## src/rtl/keypad_entry_ctrl_if.sv

```systemverilog
// Keypad entry controller bus: scanner strobe with its row/col pattern in, accepted digits,
// strobes and the two-digit multiplexed display drive out.
interface keypad_entry_ctrl_if;
  logic       key_valid;
  logic [3:0] rows;
  logic [3:0] cols;
  logic [3:0] digit_new;
  logic [3:0] digit_old;
  logic       key_stb;
  logic       key_err;
  logic [1:0] anode_n;
  logic [3:0] disp_digit;

  modport master (
    output key_valid, rows, cols,
    input  digit_new, digit_old, key_stb, key_err, anode_n, disp_digit
  );

  modport slave (
    input  key_valid, rows, cols,
    output digit_new, digit_old, key_stb, key_err, anode_n, disp_digit
  );
endinterface

```

## src/rtl/keypad_entry_ctrl.sv

```systemverilog
// Keypad entry controller: decodes scanner strobes into a two-deep digit history and
// multiplexes both digits onto a two-anode display. Optional macro KEY_CLEAR_EN makes code C clear.
module keypad_entry_ctrl #(
  parameter int REFRESH_DIV  = 50000,
  parameter int BLANK_CYCLES = 16
) (
  input  logic              clk,
  input  logic              reset,
  keypad_entry_ctrl_if.slave kif
);

  localparam int MAX_N = (REFRESH_DIV > BLANK_CYCLES) ? REFRESH_DIV : BLANK_CYCLES;
  localparam int CNT_W = (MAX_N > 1) ? $clog2(MAX_N) : 1;
  localparam logic [CNT_W-1:0] SHOW_LAST  = CNT_W'(REFRESH_DIV - 1);
  localparam logic [CNT_W-1:0] BLANK_LAST = CNT_W'(BLANK_CYCLES - 1);

  localparam logic [1:0] BLANK_A  = 2'd0;
  localparam logic [1:0] SHOW_NEW = 2'd1;
  localparam logic [1:0] BLANK_B  = 2'd2;
  localparam logic [1:0] SHOW_OLD = 2'd3;

  function automatic logic [3:0] key_code(input logic [1:0] row, input logic [1:0] col);
    case ({row, col})
      4'h0: key_code = 4'h1;  4'h1: key_code = 4'h2;  4'h2: key_code = 4'h3;  4'h3: key_code = 4'hA;
      4'h4: key_code = 4'h4;  4'h5: key_code = 4'h5;  4'h6: key_code = 4'h6;  4'h7: key_code = 4'hB;
      4'h8: key_code = 4'h7;  4'h9: key_code = 4'h8;  4'hA: key_code = 4'h9;  4'hB: key_code = 4'hC;
      4'hC: key_code = 4'hE;  4'hD: key_code = 4'h0;  4'hE: key_code = 4'hF;  default: key_code = 4'hD;
    endcase
  endfunction

  logic       vld_p0;
  logic       row_ok, col_ok;
  logic [1:0] row_idx, col_idx;
  logic [3:0] code_p0;
  logic       hit_p0, bad_p0, clr_p0;

  // Stage p0: combinational decode of the strobed row/col pattern
  always_comb begin
    vld_p0  = kif.key_valid;
    row_ok  = 1'b1;
    row_idx = 2'd0;
    case (kif.rows)
      4'b1000: row_idx = 2'd0;
      4'b0100: row_idx = 2'd1;
      4'b0010: row_idx = 2'd2;
      4'b0001: row_idx = 2'd3;
      default: row_ok  = 1'b0;
    endcase
    col_ok  = 1'b1;
    col_idx = 2'd0;
    case (kif.cols)
      4'b0111: col_idx = 2'd0;
      4'b1011: col_idx = 2'd1;
      4'b1101: col_idx = 2'd2;
      4'b1110: col_idx = 2'd3;
      default: col_ok  = 1'b0;
    endcase
    code_p0 = key_code(row_idx, col_idx);
    hit_p0  = vld_p0 && row_ok && col_ok;
    bad_p0  = vld_p0 && !(row_ok && col_ok);
`ifdef KEY_CLEAR_EN
    clr_p0  = hit_p0 && (code_p0 == 4'hC);
`else
    clr_p0  = 1'b0;
`endif
  end

  // Stage p1: digit history and one-cycle result strobes
  always_ff @(posedge clk) begin
    if (reset) begin
      kif.digit_new <= 4'h0;
      kif.digit_old <= 4'h0;
      kif.key_stb   <= 1'b0;
      kif.key_err   <= 1'b0;
    end else begin
      kif.key_stb <= hit_p0;
      kif.key_err <= bad_p0;
      if (clr_p0) begin
        kif.digit_new <= 4'h0;
        kif.digit_old <= 4'h0;
      end else if (hit_p0) begin
        kif.digit_old <= kif.digit_new;
        kif.digit_new <= code_p0;
      end
    end
  end

  logic [1:0]       state, state_next;
  logic [CNT_W-1:0] cnt, cnt_last;

  always_comb begin
    cnt_last   = ((state == SHOW_NEW) || (state == SHOW_OLD)) ? SHOW_LAST : BLANK_LAST;
    state_next = BLANK_B;
    case (state)
      BLANK_B:  state_next = SHOW_NEW;
      SHOW_NEW: state_next = BLANK_A;
      BLANK_A:  state_next = SHOW_OLD;
      default:  state_next = BLANK_B;
    endcase
  end

  // Display scheduler runs free of key traffic; only reset touches it
  always_ff @(posedge clk) begin
    if (reset) begin
      state <= BLANK_B;
      cnt   <= '0;
    end else if (cnt == cnt_last) begin
      state <= state_next;
      cnt   <= '0;
    end else begin
      cnt <= cnt + 1'b1;
    end
  end

  always_comb begin
    kif.anode_n    = 2'b11;
    kif.disp_digit = 4'h0;
    case (state)
      SHOW_NEW: begin kif.anode_n = 2'b10; kif.disp_digit = kif.digit_new; end
      SHOW_OLD: begin kif.anode_n = 2'b01; kif.disp_digit = kif.digit_old; end
      default:  ;
    endcase
  end

endmodule
```

## src/flat_wrapper.sv

```systemverilog
// flat-port wrapper written by rule: the top's interface ports become plain ports
module keypad_entry_ctrl_flat 
#(
  parameter int REFRESH_DIV  = 50000,
  parameter int BLANK_CYCLES = 16
)
  (clk, reset, kif_key_valid, kif_rows, kif_cols, kif_digit_new, kif_digit_old, kif_key_stb, kif_key_err, kif_anode_n, kif_disp_digit);
  keypad_entry_ctrl_if kif_i ();
  input  logic clk;
  input  logic reset;
  input wire logic [$bits(kif_i.key_valid)-1:0] kif_key_valid;
  input wire logic [$bits(kif_i.rows)-1:0] kif_rows;
  input wire logic [$bits(kif_i.cols)-1:0] kif_cols;
  output wire logic [$bits(kif_i.digit_new)-1:0] kif_digit_new;
  output wire logic [$bits(kif_i.digit_old)-1:0] kif_digit_old;
  output wire logic [$bits(kif_i.key_stb)-1:0] kif_key_stb;
  output wire logic [$bits(kif_i.key_err)-1:0] kif_key_err;
  output wire logic [$bits(kif_i.anode_n)-1:0] kif_anode_n;
  output wire logic [$bits(kif_i.disp_digit)-1:0] kif_disp_digit;
  assign kif_i.key_valid = kif_key_valid;
  assign kif_i.rows = kif_rows;
  assign kif_i.cols = kif_cols;
  assign kif_digit_new = kif_i.digit_new;
  assign kif_digit_old = kif_i.digit_old;
  assign kif_key_stb = kif_i.key_stb;
  assign kif_key_err = kif_i.key_err;
  assign kif_anode_n = kif_i.anode_n;
  assign kif_disp_digit = kif_i.disp_digit;
  keypad_entry_ctrl #(.REFRESH_DIV(REFRESH_DIV), .BLANK_CYCLES(BLANK_CYCLES)) u_core (.clk(clk), .reset(reset), .kif(kif_i));
endmodule
```

## config.mk

```make
export PLATFORM = sky130hd
export DESIGN_NAME = keypad_entry_ctrl_flat
export DESIGN_NICKNAME = d
export VERILOG_FILES = /design/src/rtl/keypad_entry_ctrl_if.sv /design/src/rtl/keypad_entry_ctrl.sv /design/src/flat_wrapper.sv
export SDC_FILE = /design/constraint.sdc
export NUM_CORES = 1
export LEC_CHECK = 0
export ABC_AREA = 1
export BUFFER_PORTS_ARGS = -buffer_cell sky130_fd_sc_hd__buf_2
export CAP_MARGIN = 20
export CORE_ASPECT_RATIO = 0.75
export CORE_MARGIN = 2
export CORE_UTILIZATION = 25
export DETAILED_ROUTE_END_ITERATION = 10
export MAX_ROUTING_LAYER = met4
export PLACE_DENSITY = 0.46
export RECOVER_POWER = 50
export SETUP_SLACK_MARGIN = 0.3
export SLEW_MARGIN = 20
export SYNTH_ARGS = -nofsm -noshare
export SYNTH_HDL_FRONTEND = slang
export SYNTH_SLANG_ARGS = --single-unit
```

## constraint.sdc

```tcl
create_clock -name clk -period 1.66 [get_ports clk]
set_input_delay 0.083 -clock clk [delete_from_list [all_inputs] [get_ports clk]]
set_output_delay 0.083 -clock clk [all_outputs]
set_load 0.02 [all_outputs]
```

==> impl_metrics.xml <==
<?xml version="1.0" encoding="UTF-8"?>
<metrics>
  <group name="run_status">
    <metric name="outcome" unit="">finished clean</metric>
  </group>
  <group name="logic_synthesis">
    <metric name="synth.area.top_cells" unit="">dfxtp_1 (32%), nand2_1 (15%), inv_1 (8.0%), ha_1 (7.0%), nor2_1 (6.8%)</metric>
    <metric name="count_of_flip_flops_with_a_built_in_enable_after_synthesis" unit="">0</metric>
    <metric name="synth_largest_area_cell" unit="">dfxtp_1</metric>
    <metric name="synthesis.area_per_instance" unit="um^2">6.79</metric>
    <metric name="synth.net_count" unit="">283</metric>
    <metric name="yosys.cell_count.top_type" unit="">nand2_1</metric>
    <metric name="yosysTopAreaCellShare" unit="">0.315</metric>
    <metric name="yosys-top-cells-count" unit="">nand2_1 (71), inv_1 (38), nor2_1 (32)</metric>
    <metric name="syn-instance-count" unit="">262</metric>
    <metric name="ys.warnings.count" unit="">0</metric>
    <metric name="synth_seq_area_share" unit="">0.315</metric>
    <metric name="yosys_register_bits" unit="">28</metric>
    <metric name="syn_area" unit="um^2">1780</metric>
    <metric name="yosys_most_used_dff" unit="">dfxtp_1</metric>
    <metric name="ys_async_sr_fraction" unit="">0</metric>
    <metric name="synth_cell_types" unit="">26</metric>
  </group>
  <group name="floorplanning">
    <metric name="fp.dieW" unit="um">101</metric>
    <metric name="core_area" unit="um^2">6860</metric>
    <metric name="floorplan.initialDensity" unit="">0.259</metric>
    <metric name="std_cell_rows" unit="">26</metric>
    <metric name="ioPinCount" unit="">27</metric>
    <metric name="dieHeight" unit="um">77.1</metric>
    <metric name="die_outline_area" unit="um^2">7810</metric>
  </group>
  <group name="worst_setup_path">
    <metric name="critical_path.max_fanout" unit="">8</metric>
    <metric name="crit_path_start_kind" unit="">flop</metric>
    <metric name="worstPathArrival" unit="ns">1.54</metric>
    <metric name="crit_required" unit="ns">1.84</metric>
    <metric name="rr_worst_depth" unit="">6</metric>
    <metric name="critical_path_class" unit="">reg2reg</metric>
    <metric name="end_kind" unit="">flop</metric>
  </group>
  <group name="drt">
    <metric name="avgRoutedWirePerCell" unit="um">10.7</metric>
    <metric name="detailroute.via_count" unit="">1682</metric>
    <metric name="dr.pass1.iters" unit="">4</metric>
    <metric name="detail_route.drc_violations" unit="">0</metric>
    <metric name="drt-total-wl" unit="um">4270</metric>
    <metric name="final_antenna_net_count" unit="">0</metric>
    <metric name="avgViaCountPerCell" unit="">4.22</metric>
    <metric name="first_iter_violations" unit="">64</metric>
  </group>
  <group name="timing">
    <metric name="final_cycle_share" unit="">0.819</metric>
    <metric name="worstMarginPinSlew" unit="ns">0.434</metric>
    <metric name="finalSetupViolations" unit="">0</metric>
    <metric name="timing_hold_violations_final" unit="">0</metric>
    <metric name="rsz0062_at_grt" unit="">true</metric>
    <metric name="hold_ws" unit="ns">0.0860</metric>
    <metric name="clock-skew-final" unit="ns">0.00324</metric>
    <metric name="period_needed" unit="ns">1.36</metric>
    <metric name="slew_viol_final" unit="">0</metric>
    <metric name="totalNegativeSetupSlack" unit="ns">0</metric>
    <metric name="maxClockFrequency" unit="MHz">736</metric>
    <metric name="worst_rel_slew_slack" unit="">0.710</metric>
  </group>
  <group name="global_route">
    <metric name="gr-usage-met3" unit="">0.0255</metric>
    <metric name="vias_in_the_first_global_route" unit="">1521</metric>
    <metric name="grt_max_degree" unit="">16</metric>
    <metric name="grt_overflow_total" unit="">0</metric>
    <metric name="top_usage_layer" unit="">met1</metric>
    <metric name="grt_use_total" unit="">0.117</metric>
    <metric name="globalRouteMet2Util" unit="">0.168</metric>
    <metric name="antenna_found_initial" unit="">0</metric>
    <metric name="global_route_wire_length_before_repair" unit="um">7180</metric>
    <metric name="met1_usage" unit="">0.171</metric>
  </group>
  <group name="cts">
    <metric name="post_cts_hold_buffer_count" unit="">0</metric>
    <metric name="total_clock_buffers_created_by_cts" unit="">3</metric>
    <metric name="clock_sink_count" unit="">28</metric>
    <metric name="cts.path.max_buffers" unit="">2</metric>
    <metric name="clk-insertion-delay-late" unit="ns">0.27</metric>
    <metric name="cts-htree-levels" unit="">1</metric>
    <metric name="tritoncts" unit="">done</metric>
    <metric name="clkTransAtPathRegs" unit="ns">0.09</metric>
    <metric name="root_buffer" unit="">clkbuf_8</metric>
  </group>
  <group name="placement">
    <metric name="dpl.cell_count" unit="">385</metric>
    <metric name="globalplace.congestion" unit="">0.823</metric>
    <metric name="number_of_buffers_inserted_by_port_buffering" unit="">26</metric>
    <metric name="dpl.hpwl" unit="um">3120</metric>
  </group>
  <group name="worst_hold_path">
    <metric name="hp-class" unit="">in2reg</metric>
    <metric name="hold-path-cell-count" unit="">2</metric>
  </group>
  <group name="layout">
    <metric name="synthToLayoutAreaGrowth" unit="%">33.7</metric>
    <metric name="antenna_cells" unit="">0</metric>
    <metric name="nets" unit="">323</metric>
    <metric name="drive_gt1_frac" unit="">0.286</metric>
    <metric name="non_filler_cells_in_the_finished_layout" unit="">399</metric>
  </group>
  <group name="pwr">
    <metric name="maximum_ir_drop_on_the_vdd_rail" unit="mV">0.348</metric>
    <metric name="post-layout-total-power" unit="mW">1.28</metric>
    <metric name="leakagePower" unit="nW">1.02</metric>
    <metric name="power-per-cell-area" unit="nW/um^2">538</metric>
  </group>
  <group name="flow_run">
    <metric name="number_of_maximum_capacitance_constraint_violations" unit="">0</metric>
  </group>
</metrics>
==> state kept, by name, summed over array words and instances, names as in the netlist <==
name                  count
u_core.state              2
u_core.kif.key_err        1
u_core.kif.digit_new      4
u_core.kif.key_stb        1
u_core.cnt               16
u_core.kif.digit_old      4
==> per-stage QoR <==
stage,cell area [um^2],worst slack [ns],util
global route,2380,0.225,0.347
finish,2380,0.301,0.347
floorplan,1780,0.311,-
CTS,2220,0.279,0.323
detailed placement,2020,0.190,0.294
global placement,2020,0.200,0.294
==> worst max-delay path, stage by stage (launching register included) <==
cell	delay, ns
dfxtp_4	0.38
ha_4	0.15
nand3_4	0.09
nor3_4	0.24
nand3_4	0.18
nand2_8	0.17
nor2_2	0.05
==> final timing paths <==
path	from	end	slack, ns
setup / recovery	u_core.cnt[0]	u_core.cnt[1]	0.30
hold / removal	reset	u_core.kif.digit_old[0]	0.09
setup reg to reg	u_core.cnt[0]	u_core.cnt[1]	0.30
hold reg to reg	u_core.kif.digit_new[0]	u_core.kif.digit_old[0]	0.49
==> cell families (layout without fill, tap and decap cells) <==
group / Yosys count / after routing / share of synthesized area
flip-flops: 28 / 28 / 0.315
adder cells (fa/ha/maj): 10 / 10 / 0.0703
AO/OA/AOI/OAI: 21 / 21 / 0.0682
AND/OR/NAND/NOR: 153 / 154 / 0.404
XOR/XNOR: 10 / 10 / 0.0492
buffers and inverters: 40 / 78 / 0.0935
==> placed cells by master (no fill, tap or decap), drive strengths merged <==
cell    netlist  final
nand4         5      5
clkbuf        1     16
o22ai         1      1
nand3b        2      2
a21oi        10     10
inv          38     38
buf           1     24
nor3          3      3
nand2        73     74
xnor2         1      1
nand3        21     21
a21boi        2      2
xor2          9      9
ha           10     10
nor2         47     47
or2           2      2
dfxtp        28     28
o21ai         8      8
==> per-layer routing <==
metal | part of all wire | routed length (um) | up-vias
li1 | - | - | 891
met1 | 0.56 | 2370 | 758
met2 | 0.41 | 1730 | 31
met3 | 0.033 | 140 | 2
met4 | 0.0059 | 25 | 0
met5 | 0 | 0 | -
==> layout make-up <==
| class | count | area [um^2] |
|---|---|---|
| fill | 744 | 4490 |
| clock buffer | 4 | 55.1 |
| inverter | 38 | 150 |
| timing repair buffer | 36 | 219 |
| multi-input combinational | 195 | 1250 |
| sequential | 28 | 581 |
| tap | 98 | 123 |
==> what timing repair did <==
item	CTS	global route
setup endpoints to repair	21	22
buffers inserted	3	6
gates cloned	1	0
pin swaps	5	20
gates resized for setup	29	39
==> where the power goes <==
| group | switching (mW) | total [mW] | internal [mW] |
|---|---|---|---|
| combinational | 0.104 | 0.162 | 0.0577 |
| clock | 0.215 | 0.428 | 0.213 |
| sequential | 0.0112 | 0.691 | 0.680 |
| total | 0.330 | 1.28 | 0.950 |
Power figures use the tool's default switching activity.
